<file path="config.mk">
export PLATFORM = sky130hd
export DESIGN_NAME = uart_core_param
export DESIGN_NICKNAME = d
export VERILOG_FILES = /design/src/rtl/uart_pkg.sv /design/src/rtl/uart_baud_tick.sv /design/src/rtl/uart_core_param.sv
export SDC_FILE = /design/constraint.sdc
export NUM_CORES = 1
export LEC_CHECK = 0
export BUFFER_PORTS_ARGS = -buffer_cell sky130_fd_sc_hd__clkbuf_2
export CAP_MARGIN = 30
export CORE_MARGIN = 5
export CORE_UTILIZATION = 62
export DETAILED_ROUTE_END_ITERATION = 12
export GPL_ROUTABILITY_DRIVEN = 0
export GPL_TIMING_DRIVEN = 0
export HOLD_SLACK_MARGIN = 0.03
export PLACE_DENSITY = 0.81
export SLEW_MARGIN = 20
export SYNTH_ARGS = -nofsm -noshare
export SYNTH_HDL_FRONTEND = slang
export SYNTH_SLANG_ARGS = --single-unit
</file>
<file path="constraint.sdc">
create_clock -name clk -period 6.1 [get_ports clk]
set_clock_uncertainty 0.1 [all_clocks]
set_input_delay 0.915 -clock clk [delete_from_list [all_inputs] [get_ports clk]]
set_output_delay 0.915 -clock clk [all_outputs]
set_load 0.005 [all_outputs]
</file>
<file path="src/rtl/uart_pkg.sv">
// Shared types and helpers for the parametrised UART core.
package uart_pkg;

  localparam int unsigned OVERSAMPLE = 16;

  typedef enum logic [1:0] {
    PAR_NONE = 2'd0,
    PAR_EVEN = 2'd1,
    PAR_ODD  = 2'd2
  } parity_e;

  typedef enum logic [2:0] {
    TX_IDLE,
    TX_START,
    TX_DATA,
    TX_PARITY,
    TX_STOP
  } tx_state_e;

  typedef enum logic [2:0] {
    RX_IDLE,
    RX_START,
    RX_DATA,
    RX_PARITY,
    RX_STOP
  } rx_state_e;

  // Data is zero-extended to 9 bits; the padding does not change the XOR.
  function automatic logic calc_parity(input logic [8:0] data, input parity_e mode);
    logic p;
    p = ^data;
    case (mode)
      PAR_EVEN: return p;
      PAR_ODD:  return ~p;
      default:  return 1'b0;
    endcase
  endfunction

endpackage

</file>
<file path="src/rtl/uart_baud_tick.sv">
// Free-running divider: one-clk tick every BAUD_DIV clks (16x oversample rate).
module uart_baud_tick #(
  parameter int unsigned BAUD_DIV = 16
) (
  input  logic clk,
  input  logic reset_n,
  output logic tick
);

  localparam int unsigned CW = (BAUD_DIV > 1) ? $clog2(BAUD_DIV) : 1;
  localparam logic [CW-1:0] LAST = CW'(BAUD_DIV - 1);

  logic [CW-1:0] cnt;

  always_ff @(posedge clk or negedge reset_n) begin
    if (!reset_n)         cnt <= '0;
    else if (cnt == LAST) cnt <= '0;
    else                  cnt <= cnt + 1'b1;
  end

  assign tick = (cnt == LAST);

endmodule

</file>
<file path="src/rtl/uart_core_param.sv">
// Single-clock full-duplex UART: holding-register TX, 16x oversampled RX,
// optional parity, loopback, and sticky framing/parity/overrun flags.
module uart_core_param
  import uart_pkg::*;
#(
  parameter int unsigned DATA_W    = 8,
  parameter int unsigned BAUD_DIV  = 16,
  parameter int unsigned PARITY    = 0,
  parameter int unsigned STOP_BITS = 1
) (
  input  logic              clk,
  input  logic              reset_n,
  input  logic              ld_tx_data,
  input  logic [DATA_W-1:0] tx_data,
  input  logic              tx_enable,
  output logic              tx_out,
  output logic              tx_empty,
  input  logic              uld_rx_data,
  output logic [DATA_W-1:0] rx_data,
  input  logic              rx_enable,
  input  logic              rx_in,
  output logic              rx_empty,
  output logic              rx_frame_err,
  output logic              rx_parity_err,
  output logic              rx_overrun,
  input  logic              loopback
);

  localparam parity_e    PAR_MODE  = parity_e'(2'(PARITY));
  localparam bit         HAS_PAR   = (PARITY != 0);
  localparam logic [3:0] OS_LAST   = 4'(OVERSAMPLE - 1);
  localparam logic [3:0] OS_HALF   = 4'(OVERSAMPLE / 2 - 1);
  localparam logic [3:0] DATA_LAST = 4'(DATA_W - 1);
  localparam logic [3:0] STOP_LAST = 4'(STOP_BITS - 1);

  logic tick;

  uart_baud_tick #(.BAUD_DIV(BAUD_DIV)) u_baud_tick (
    .clk     (clk),
    .reset_n (reset_n),
    .tick    (tick)
  );

  // ---------------- transmitter ----------------
  tx_state_e         tx_state, tx_state_nxt;
  logic [DATA_W-1:0] tx_hold, tx_shift;
  logic              tx_par, tx_bit_end, tx_go;
  logic [3:0]        tx_os_cnt, tx_bit_cnt;

  always_ff @(posedge clk or negedge reset_n) begin
    if (!reset_n) tx_state <= TX_IDLE;
    else          tx_state <= tx_state_nxt;
  end

  // The stop-bit exit may go straight to START so back-to-back frames have no idle gap.
  always_comb begin
    tx_state_nxt = tx_state;
    tx_go        = 1'b0;
    tx_bit_end   = tick && (tx_os_cnt == OS_LAST);
    case (tx_state)
      TX_IDLE:   if (tick && !tx_empty && tx_enable) begin
                   tx_state_nxt = TX_START;
                   tx_go        = 1'b1;
                 end
      TX_START:  if (tx_bit_end) tx_state_nxt = TX_DATA;
      TX_DATA:   if (tx_bit_end && tx_bit_cnt == DATA_LAST)
                   tx_state_nxt = HAS_PAR ? TX_PARITY : TX_STOP;
      TX_PARITY: if (tx_bit_end) tx_state_nxt = TX_STOP;
      TX_STOP:   if (tx_bit_end && tx_bit_cnt == STOP_LAST) begin
                   if (!tx_empty && tx_enable) begin
                     tx_state_nxt = TX_START;
                     tx_go        = 1'b1;
                   end else begin
                     tx_state_nxt = TX_IDLE;
                   end
                 end
      default:   tx_state_nxt = TX_IDLE;
    endcase
  end

  always_comb begin
    tx_out = 1'b1;
    case (tx_state)
      TX_START:  tx_out = 1'b0;
      TX_DATA:   tx_out = tx_shift[0];
      TX_PARITY: tx_out = tx_par;
      default:   tx_out = 1'b1;
    endcase
  end

  always_ff @(posedge clk or negedge reset_n) begin
    if (!reset_n) begin
      tx_hold    <= '0;
      tx_shift   <= '0;
      tx_par     <= 1'b0;
      tx_empty   <= 1'b1;
      tx_os_cnt  <= '0;
      tx_bit_cnt <= '0;
    end else begin
      if (tx_go) begin
        tx_shift <= tx_hold;
        tx_par   <= calc_parity(9'(tx_hold), PAR_MODE);
        tx_empty <= 1'b1;
      end else begin
        if (ld_tx_data && tx_empty) begin
          tx_hold  <= tx_data;
          tx_empty <= 1'b0;
        end
        if (tx_state == TX_DATA && tx_bit_end) tx_shift <= tx_shift >> 1;
      end
      if (tx_go || tx_state == TX_IDLE) tx_os_cnt <= '0;
      else if (tick)                    tx_os_cnt <= tx_os_cnt + 1'b1;
      if (tx_state_nxt != tx_state)     tx_bit_cnt <= '0;
      else if (tx_bit_end)              tx_bit_cnt <= tx_bit_cnt + 1'b1;
    end
  end

  // ---------------- receiver ----------------
  rx_state_e         rx_state, rx_state_nxt;
  logic              rx_sync1, rx_sync2, rx_prev, rx_bit, rx_mid;
  logic [3:0]        rx_os_cnt, rx_bit_cnt;
  logic [DATA_W-1:0] rx_shift;
  logic              rx_par_pend, rx_frame_pend, rx_deliver;

  assign rx_bit = loopback ? tx_out : rx_sync2;
  assign rx_mid = tick && (rx_os_cnt == OS_LAST);

  always_ff @(posedge clk or negedge reset_n) begin
    if (!reset_n) rx_state <= RX_IDLE;
    else          rx_state <= rx_state_nxt;
  end

  always_comb begin
    rx_state_nxt = rx_state;
    case (rx_state)
      RX_IDLE:   if (rx_prev && !rx_bit) rx_state_nxt = RX_START;
      RX_START:  if (tick && rx_os_cnt == OS_HALF)
                   rx_state_nxt = rx_bit ? RX_IDLE : RX_DATA;
      RX_DATA:   if (rx_mid && rx_bit_cnt == DATA_LAST)
                   rx_state_nxt = HAS_PAR ? RX_PARITY : RX_STOP;
      RX_PARITY: if (rx_mid) rx_state_nxt = RX_STOP;
      RX_STOP:   if (rx_mid) rx_state_nxt = RX_IDLE;
      default:   rx_state_nxt = RX_IDLE;
    endcase
    if (!rx_enable) rx_state_nxt = RX_IDLE;
  end

  always_ff @(posedge clk or negedge reset_n) begin
    if (!reset_n) begin
      rx_sync1      <= 1'b1;
      rx_sync2      <= 1'b1;
      rx_prev       <= 1'b1;
      rx_os_cnt     <= '0;
      rx_bit_cnt    <= '0;
      rx_shift      <= '0;
      rx_par_pend   <= 1'b0;
      rx_frame_pend <= 1'b0;
      rx_deliver    <= 1'b0;
    end else begin
      rx_sync1   <= rx_in;
      rx_sync2   <= rx_sync1;
      rx_prev    <= rx_bit;
      rx_deliver <= rx_enable && rx_state == RX_STOP && rx_mid;
      // Restarting the count on every state change puts later samples at mid-bit.
      if (rx_state_nxt != rx_state || rx_state == RX_IDLE) rx_os_cnt <= '0;
      else if (tick)                                       rx_os_cnt <= rx_os_cnt + 1'b1;
      if (rx_state_nxt != rx_state) rx_bit_cnt <= '0;
      else if (rx_mid)              rx_bit_cnt <= rx_bit_cnt + 1'b1;
      if (rx_state == RX_START) rx_par_pend <= 1'b0;
      if (rx_state == RX_DATA && rx_mid) rx_shift <= {rx_bit, rx_shift[DATA_W-1:1]};
      if (rx_state == RX_PARITY && rx_mid)
        rx_par_pend <= (rx_bit != calc_parity(9'(rx_shift), PAR_MODE));
      if (rx_state == RX_STOP && rx_mid) rx_frame_pend <= ~rx_bit;
    end
  end

  // An unload in the delivery clk frees the buffer first, so the new word lands cleanly.
  always_ff @(posedge clk or negedge reset_n) begin
    if (!reset_n) begin
      rx_data       <= '0;
      rx_empty      <= 1'b1;
      rx_frame_err  <= 1'b0;
      rx_parity_err <= 1'b0;
      rx_overrun    <= 1'b0;
    end else if (rx_deliver && (rx_empty || uld_rx_data)) begin
      rx_data       <= rx_shift;
      rx_empty      <= 1'b0;
      rx_frame_err  <= rx_frame_pend;
      rx_parity_err <= rx_par_pend;
      rx_overrun    <= 1'b0;
    end else if (rx_deliver) begin
      rx_overrun <= 1'b1;
    end else if (uld_rx_data && !rx_empty) begin
      rx_empty      <= 1'b1;
      rx_frame_err  <= 1'b0;
      rx_parity_err <= 1'b0;
      rx_overrun    <= 1'b0;
    end
  end

endmodule

</file>
Word level (Yosys, flattened, before mapping)
Index checks and enable logic that the tools add are counted.
- add/sub/neg operators: 5
- equal/unequal tests: 18
- multiplexer cells: 46
- bitwise logic cells: 2
- reductions and logical operators: 40
- operators with widths (operator ; count):
    4-bit two-way mux ; 9
    3-bit two-way mux ; 11
    3-bit case mux with 5 select lines ; 2
    4-bit by 1-bit adder with 4-bit output (second input constant) ; 5
    1-bit logical AND ; 19
    1-bit two-way mux ; 19
    8-bit two-way mux ; 2
    2-bit nonzero test ; 8
    3-bit by 2-bit == test with 1-bit output (second input constant) ; 4
    4-bit by 3-bit == test with 1-bit output (second input constant) ; 3
    4-bit == test (second input constant) ; 3
    3-bit by 1-bit == test with 1-bit output (second input constant) ; 2
    3-bit == test (second input constant) ; 2
    3-bit zero test ; 2
    3-bit != test ; 2
    4-bit zero test ; 1
    1-bit case mux with 2 select lines ; 2
    2-bit AND reduction ; 2
    1-bit zero test ; 3
    1-bit logical OR ; 3
    3-bit nonzero test ; 1
    2-bit two-way mux ; 1
    2-bit by 1-bit != test with 1-bit output (second input constant) ; 1
    1-bit inverter ; 2
    other kinds (2) ; 2
- register bits after elaboration: 69
- input port bits: 16
- output and inout bits: 14
- logic and storage cells: 133

Longest topological paths before layout
Gate-level depths: netlist (run 1).
- word-level depth: 12
- depth in mapped cells: 7
- mapped depth without buffers: 7

Hierarchy
From an unflattened synthesis (run 1), not the netlist that was laid out.
- cells, all modules: 284
- area, all modules: 3191.8 µm²
- by module, submodules not included (module ; times used ; cells each ; area an instance (µm²)):
    uart_core_param ; 1 ; 271 ; 3022.9
    uart_baud_tick ; 1 ; 13 ; 168.9

Worst setup path after synthesis (run 1)
Ideal clock, no wire load.
- path kind: input-to-reg
- from: input loopback
- to: register rx_os_cnt[0]
- library setup time: 0.140 ns
- data arrival time: 1.818 ns
- slack: 4.042 ns
- stages: 5
- buffers on the path: 0
- cell sequence: mux2i_1 -> o31a_1 -> nand4b_1 -> a22oi_2 -> nor4_1
- cells in the longest elaborated chain, start to end: 9
- elaborated cells between the ends (all ways): 12
- those cells by class: eq/ne: 1; mux: 7; reduce/logical: 4
- RTL lines (item ; RTL line ; text):
    start, declared ; uart_core_param.sv:26 ; input logic loopback
    1-bit two-way mux (*) ; uart_core_param.sv:125 ; assign rx_bit = loopback ? tx_out : rx_sync2;
    1-bit zero test ; uart_core_param.sv:136 ; RX_IDLE: if (rx_prev && !rx_bit) rx_state_nxt = RX_START;
    1-bit logical AND ; uart_core_param.sv:136 ;
    3-bit two-way mux ; uart_core_param.sv:136 ;
    3-bit case mux with 5 select lines (*) ; uart_core_param.sv:135 ; case (rx_state)
    3-bit two-way mux (*) ; uart_core_param.sv:145 ; if (!rx_enable) rx_state_nxt = RX_IDLE;
    3-bit != test (*) ; uart_core_param.sv:165 ; if (rx_state_nxt != rx_state || rx_state == RX_IDLE) rx_os_cnt <= '0;
    1-bit logical OR (*) ; uart_core_param.sv:165 ;
    4-bit two-way mux / 2-bit nonzero test (equally long branches) ; -- ;
    end signal, assigned ; uart_core_param.sv:166 ; else if (tick) rx_os_cnt <= rx_os_cnt + 1'b1;
    end, declared ; uart_core_param.sv:121 ; logic [3:0] rx_os_cnt, rx_bit_cnt;
Mark *: on every way between the ends. The rest lies on a longest branch, timed or not.
A chain may end at the register's enable or synchronous reset.

Worst setup path after layout (run 1)
- from: register tx_state[2]
- to: output tx_out
- cells in the longest elaborated chain, start to end: 3
- elaborated cells between the ends (all ways): 5
- those cells by class: eq/ne: 3; mux: 1; reduce/logical: 1
- RTL lines (item ; RTL line ; text):
    start, declared ; uart_core_param.sv:45 ; tx_state_e tx_state, tx_state_nxt;
    start signal, assigned ; uart_core_param.sv:52 ; else tx_state <= tx_state_nxt;
    3-bit by 2-bit == test with 1-bit output / 3-bit by 1-bit == test with 1-bit output (equally long branches) ; uart_core_param.sv:83 ; case (tx_state)
    2-bit OR reduction (no source line) ; -- ;
    1-bit case mux with 2 select lines (*) ; uart_core_param.sv:83 ;
    end, declared ; uart_core_param.sv:16 ; output logic tx_out,
Marked as above.

==> results of run 1 <==
==> synthesized netlist by cell type, types with 5 or more instances <==
cell,instances
dfrtp_1,64
nand2_1,27
mux2_2,24
nor2_1,22
a21oi_1,13
inv_1,12
o21ai_0,10
mux2i_1,9
xor2_1,9
nor3_1,7
clkbuf_1,6
ha_1,6
nand3_1,6
nor2b_1,6
dfstp_2,5
nand3b_1,5
==> metal layers <==
| layer | track usage | vias up | part of all wire |
|---|---|---|---|
| li1 | - | 1092 | - |
| met1 | 0.240 | 1023 | 0.46 |
| met2 | 0.314 | 51 | 0.47 |
| met3 | 0.0406 | 12 | 0.042 |
| met4 | 0.120 | 0 | 0.028 |
| met5 | 0 | - | 0 |
==> layout by cell type, fill, tap and decap left out, types with 5 or more instances in the layout <==
master and instances:
ha_1 6, a21oi_1 13, clkbuf_8 9, inv_1 12, nor2b_1 6, nand3_1 6
nor2_1 22, mux2_2 24, dfrtp_1 64, nand2_1 27, o21ai_0 10, clkbuf_2 28
dfstp_2 5, clkbuf_1 7, nor3_1 7, xor2_1 9, mux2i_1 9, nand3b_1 5
==> layout make-up <==
class | count | share of cell area
multi-input cells | 195 | 0.375
inverters | 12 | 0.0124
clock inverters | 6 | 0.0175
well taps | 70 | 0.0241
plain buffers | 9 | 0.0120
repair buffers | 30 | 0.0481
flip-flops and latches | 69 | 0.476
clock buffers | 10 | 0.0351
==> per-stage QoR <==
step | worst slack, ns | hold WS (ns) | cell area, sq um | instances
after detailed placement | 3.65 | 0.249 | 3450 | 385
after global placement | 3.56 | 0.247 | 3420 | 384
after global routing | 3.61 | 0.265 | 3640 | 401
final | 3.73 | 0.259 | 3640 | 401
after floorplan | 4.04 | 0.245 | 3190 | 285
after CTS | 3.74 | 0.259 | 3640 | 401
==> sequential cells by signal, summed over array words and instances, names as in the netlist, 8 cells and up <==
| name | count |
|---|---|
| rx_data | 8 |
| rx_shift | 8 |
| tx_hold | 8 |
| tx_shift | 8 |
==> power by group <==
part	total, W	switching [W]	leakage (nW)	internal [W]
Clock	0.000358	0.000170	0.0923	0.000188
Sequential	0.000470	0.00000425	0.874	0.000466
Combinational	0.0000379	0.0000219	0.728	0.0000160
==> worst max-delay path, stage by stage (launching register included) <==
cell and delay, ns:
dfrtp_1 0.32, clkbuf_1 0.28, inv_1 0.12, o21ai_0 0.12, clkbuf_2 0.16
==> cell families (layout without fill, tap and decap cells) <==
| group | count (synthesis) | in the layout | share of synthesized area |
|---|---|---|---|
| flip-flops | 69 | 69 | 0.544 |
| multiplexers | 33 | 33 | 0.113 |
| AO/OA/AOI/OAI | 45 | 45 | 0.0923 |
| AND/OR/NAND/NOR | 98 | 98 | 0.163 |
| buffers and inverters | 21 | 67 | 0.0279 |
| XOR/XNOR | 13 | 13 | 0.0357 |
| adder cells (fa/ha/maj) | 6 | 6 | 0.0236 |
==> worst paths after layout <==
path,startpoint,to,slack (ns),depth (start not counted)
worst max-delay path,tx_state[2],tx_out,3.73,4
worst min register to register,rx_sync1,rx_sync2,0.26,0
worst min-delay path,rx_sync1,rx_sync2,0.26,0
max in group asynchronous,reset_n,tx_empty,4.92,2
worst max register to register,u_baud_tick.cnt[0],rx_shift[4],3.80,6
min in group asynchronous,reset_n,rx_data[4],0.39,1
==> flow_summary_export.csv, run 1 <==
group,metric,value,unit
sta,setup_violations,0,
synthesis,yosysWarningCount,0,
die,row_count,26,
layout,multi_input_comb_area,1360,sq um
sta,max_freq,422,MHz
synthesis,yosysTopAreaCellShare,0.503,
sta,fin_crit,2.37,ns
job,max_cap_violations,0,
worst_setup_path,cp_max_fo,9,
routing,firstDrtPassIters,4,
layout,fillCellCount,378,
synthesis,syn-cell-area,3190,sq um
die,die_width,81.7,um
cts,ctsHoldBuffers,0,
placed_design,portBuffers,29,
cts,cts_buffers,9,
synthesis,ys_seq_area_frac,0.544,
cts,htree_levels,3,
routing,via_per_inst,5.43,
sta,period_share,0.388,
grt,grt_antenna_before_repair,0,
routing,vias,2178,
synthesis,synth_edf_count,0,
synthesis,netlist_instances,285,
synthesis,syn_area_per_cell,11.2,sq um
cts,clk_path_buf_depth,2,
worst_setup_path,criticalPathCategory,"reg -> out",
grt,grt_start_max_net_pins,48,
die,coreArea,5040,sq um
die,pin_count,30,
sta,final_max_slew_viol_count,0,
grt,grt_pass1_wl,9740,um
power,p_per_area,238,nW/um^2
cts,cts_tree,"yes",
synthesis,async_reset_ff_frac,1.00,
sta,hold_viol_final,0,
routing,drc,0,
power,ir_drop,0.161,mV
run_status,outcome,"finished, final reports clean",
die,initial_utilization,0.632,
routing,drt-initial-drc-count,140,
worst_setup_path,startpoint_type,"flop",
worst_setup_path,cp-end-kind,"output port",
sta,rsz0062_at_grt,"no",
synthesis,yosys_register_bits,69,
grt,grt_use_total,0.195,
cts,cts.reportedPaths.clkPinSlew,0.07,ns
cts,cts_resized,0,
synthesis,synth_flop_cell,"dfrtp_1",
layout,ff_latch_area,1730,sq um
routing,ant_nets,0,
min_path,hp-class,"reg -> reg",
grt,grt_pass1_vias,2223,
cts,cts.sinks,69,
synthesis,netlist-cell-type-count,51,
layout,post-route-util,0.722,
power,power,0.000866,W
sta,worst_slew_pin_slew,0.715,ns
layout,fin_nets,348,
power,leakage,1.69,nW
worst_setup_path,cp.arrival,1.35,ns
cts,post_cts_buffers,0,
synthesis,syn_nets,307,
die,die_h,81.7,um
cts,cts_root_buf,"clkbuf_8",
layout,n_antenna_cell,0,
layout,syn_to_final_growth,14.3,%
worst_setup_path,required,5.08,ns
routing,wl_per_cell,13.5,um
die,dieArea,6670,sq um
layout,drive_above_1_share,0.251,
placed_design,hpwlAfterDp,3860,um
sta,fin_setup_tns,0,ns
sta,relSlewSlack,0.520,
routing,routed_wl,5410,um
cts,clock_latency,0.34,ns
grt,overflow,0,
synthesis,synth_area_leader_cell,"dfrtp_1",
synthesis,synth_area_leaders,"dfrtp_1 50%, mux2_2 8.5%, dfstp_2 4.1%",
No activity file was read; power rests on OpenSTA's default activity.
==> run 2: changes to the inputs <==
--- a/config.mk
+++ b/config.mk
@@ -8,12 +8,12 @@
 export BUFFER_PORTS_ARGS = -buffer_cell sky130_fd_sc_hd__clkbuf_2
 export CAP_MARGIN = 30
 export CORE_MARGIN = 5
-export CORE_UTILIZATION = 62
+export CORE_UTILIZATION = 58
 export DETAILED_ROUTE_END_ITERATION = 12
 export GPL_ROUTABILITY_DRIVEN = 0
 export GPL_TIMING_DRIVEN = 0
 export HOLD_SLACK_MARGIN = 0.03
-export PLACE_DENSITY = 0.81
+export PLACE_DENSITY = 0.76
 export SLEW_MARGIN = 20
 export SYNTH_ARGS = -nofsm -noshare
 export SYNTH_HDL_FRONTEND = slang
==> constraint.sdc (replaced) <==
create_clock -name clk -period 2.3 [get_ports clk]
set_clock_uncertainty 0.1 [all_clocks]
set_input_delay 0.345 -clock clk [delete_from_list [all_inputs] [get_ports clk]]
set_output_delay 0.345 -clock clk [all_outputs]
set_load 0.005 [all_outputs]
==> run 2 against run 1 <==
Effect of this change: register-to-register slack lost 3.7 ns; sequential share of layout area down 1.0 points; sequential power grew to 2.7 times the previous value; global-route usage decreased by 1.1 points; hold slack worse by 0.21 ns; setup slack worse by 3.6 ns; first-iteration DRC count decreased by 23%; core utilization fell by 3.4 points; total power grew to 2.9 times the previous value; combinational power grew to 2.7 times the previous value; largest cell class unchanged; highest routed layer unchanged.
==> flow_summary_export.csv, run 2 (same netlist as run 1, synthesis figures left out) <==
group,metric,value,unit
sta,rsz0062_at_grt,"no",
layout,n_antenna_cell,0,
cts,clock_latency,0.35,ns
die,die_width,84.1,um
layout,finalNonFillerCells,405,
worst_setup_path,cp-end-kind,"flop",
die,dieArea,7070,sq um
worst_setup_path,cp_max_fo,8,
worst_setup_path,rrSetupSlack,0.13,ns
worst_setup_path,required,2.44,ns
sta,hold_viol_final,0,
sta,relSlewSlack,0.512,
routing,vias,2271,
routing,wl_per_cell,14.4,um
worst_setup_path,rr_worst_depth,6,
routing,drc,0,
sta,setup_violations,0,
cts,cts.sinks,69,
layout,syn_to_final_growth,16.7,%
cts,cts_buffers,9,
power,p_switching,0.000542,W
routing,routed_wl,5810,um
layout,fin_nets,350,
cts,clk_path_buf_depth,2,
power,combPwrFrac,0.041,
die,die_h,84.1,um
cts,cts_tree,"yes",
power,intPower,0.00200,W
layout,post-route-util,0.688,
cts,cts_root_buf,"clkbuf_8",
sta,fin_crit,2.17,ns
routing,via_per_inst,5.61,
worst_setup_path,startpoint_type,"flop",
job,max_cap_violations,0,
power,p_clk_frac,0.469,
cts,htree_levels,3,
worst_setup_path,endpoint,"rx_shift[2]",
power,ir_drop,0.472,mV
layout,fillCellCount,416,
grt,grt_antenna_before_repair,0,
grt,overflow,0,
worst_setup_path,startpoint,"u_baud_tick.cnt[0]",
sta,period_share,0.943,
grt,grt_pass1_wl,10500,um
routing,ant_nets,0,
cts,cts.reportedPaths.clkPinSlew,0.08,ns
die,initial_utilization,0.589,
worst_setup_path,criticalPathCategory,"reg -> reg",
die,coreArea,5410,sq um
power,leakage,1.73,nW
power,power,0.00254,W
worst_setup_path,cp.arrival,2.31,ns
die,row_count,27,
layout,final_common_cell,"dfrtp_1",
worst_setup_path,timing.rr.end,"rx_shift[2]",
routing,firstDrtPassIters,4,
placed_design,place_inst,387,
sta,worst_slew_pin_slew,0.727,ns
run_status,outcome,"finished, final reports clean",
die,pin_count,30,
layout,final_cell_mix,"64 x dfrtp_1, 28 x clkbuf_2, 27 x nand2_1, 24 x mux2_2, 20 x nor2_1",
power,p_seq_frac,0.491,
placed_design,portBuffers,29,
routing,drt-initial-drc-count,108,
grt,grt_start_max_net_pins,42,
cts,post_cts_buffers,0,
worst_setup_path,r2r_start,"u_baud_tick.cnt[0]",
power,p_sw_frac,0.213,
grt,grt_pass1_vias,2326,
sta,final_max_slew_viol_count,0,
min_path,hp-class,"in -> reg",
sta,max_freq,461,MHz
placed_design,hpwlAfterDp,3980,um
grt,grt_use_total,0.184,
layout,drive_above_1_share,0.261,
power,p_per_area,684,nW/um^2
[run 2: timing repair]
action / 4_1_cts / 5_1_grt
hold endpoints to repair: 28 / 0
hold buffers: 2 / 0
endpoints found under the setup margin: 12 / 13
pin swaps: 0 / 1
gates resized for setup: 2 / 2
[run 2: layer usage]
metal	global-route usage	wire length (um)	up-vias
li1	-	-	1095
met1	0.231	2640	1115
met2	0.288	2790	48
met3	0.0405	242	13
met4	0.118	148	0
met5	0	0	-
[run 2: power by group through the flow]
stage	Sequential (W)	Combinational [W]	Clock (W)
2_1_floorplan	0.00127	0.0000450	0
3_3_place_gp	0.00127	0.0000960	0
3_5_place_dp	0.00127	0.000103	0
4_1_cts	0.00125	0.000107	0.00122
5_1_grt	0.00125	0.000120	0.00128
6_report	0.00125	0.000104	0.00119
[run 2: worst min-delay path by stage]
stage               startpoint                  to  slack, ns  cells past startpoint
floorplan              reset_n       rx_bit_cnt[0]      -0.05                      0
global placement      rx_sync1            rx_sync2       0.25                      0
detailed placement     reset_n  u_baud_tick.cnt[3]       0.23                      1
CTS                 ld_tx_data            tx_empty       0.05                      2
global route        ld_tx_data            tx_empty       0.06                      2
finish              ld_tx_data            tx_empty       0.05                      2
[run 2: layout make-up]
type                            count  area [sq um]  share of cell area
Buffer                              9          43.8              0.0118
Clock buffer                       10           128              0.0343
Clock inverter                      6           111              0.0299
Inverter                           12          45.0              0.0121
Multi-Input combinational cell    195          1380               0.371
Sequential cell                    69          1730               0.466
Tap cell                           72          90.1              0.0242
Timing Repair Buffer               32           188              0.0505
[run 2: through the flow]
| step | instance area (sq um) | hold WS, ns | setup slack [ns] | TNS (ns) |
|---|---|---|---|---|
| final | 3720 | 0.0538 | 0.130 | 0 |
| after global routing | 3720 | 0.0569 | 0.00674 | 0 |
| after CTS | 3710 | 0.0507 | 0.0844 | 0 |
| after detailed placement | 3440 | 0.228 | -0.0127 | -0.0289 |
| after global placement | 3420 | 0.246 | 0.00416 | 0 |
| after floorplan | 3190 | -0.0506 | 0.330 | 0 |
[run 2: critical path: stages, from the launching register on]
cell	delay (ns)
dfrtp_1	0.39
ha_1	0.25
nand3_2	0.17
nor2_2	0.36
and3_1	0.21
buf_2	0.21
mux2_2	0.36
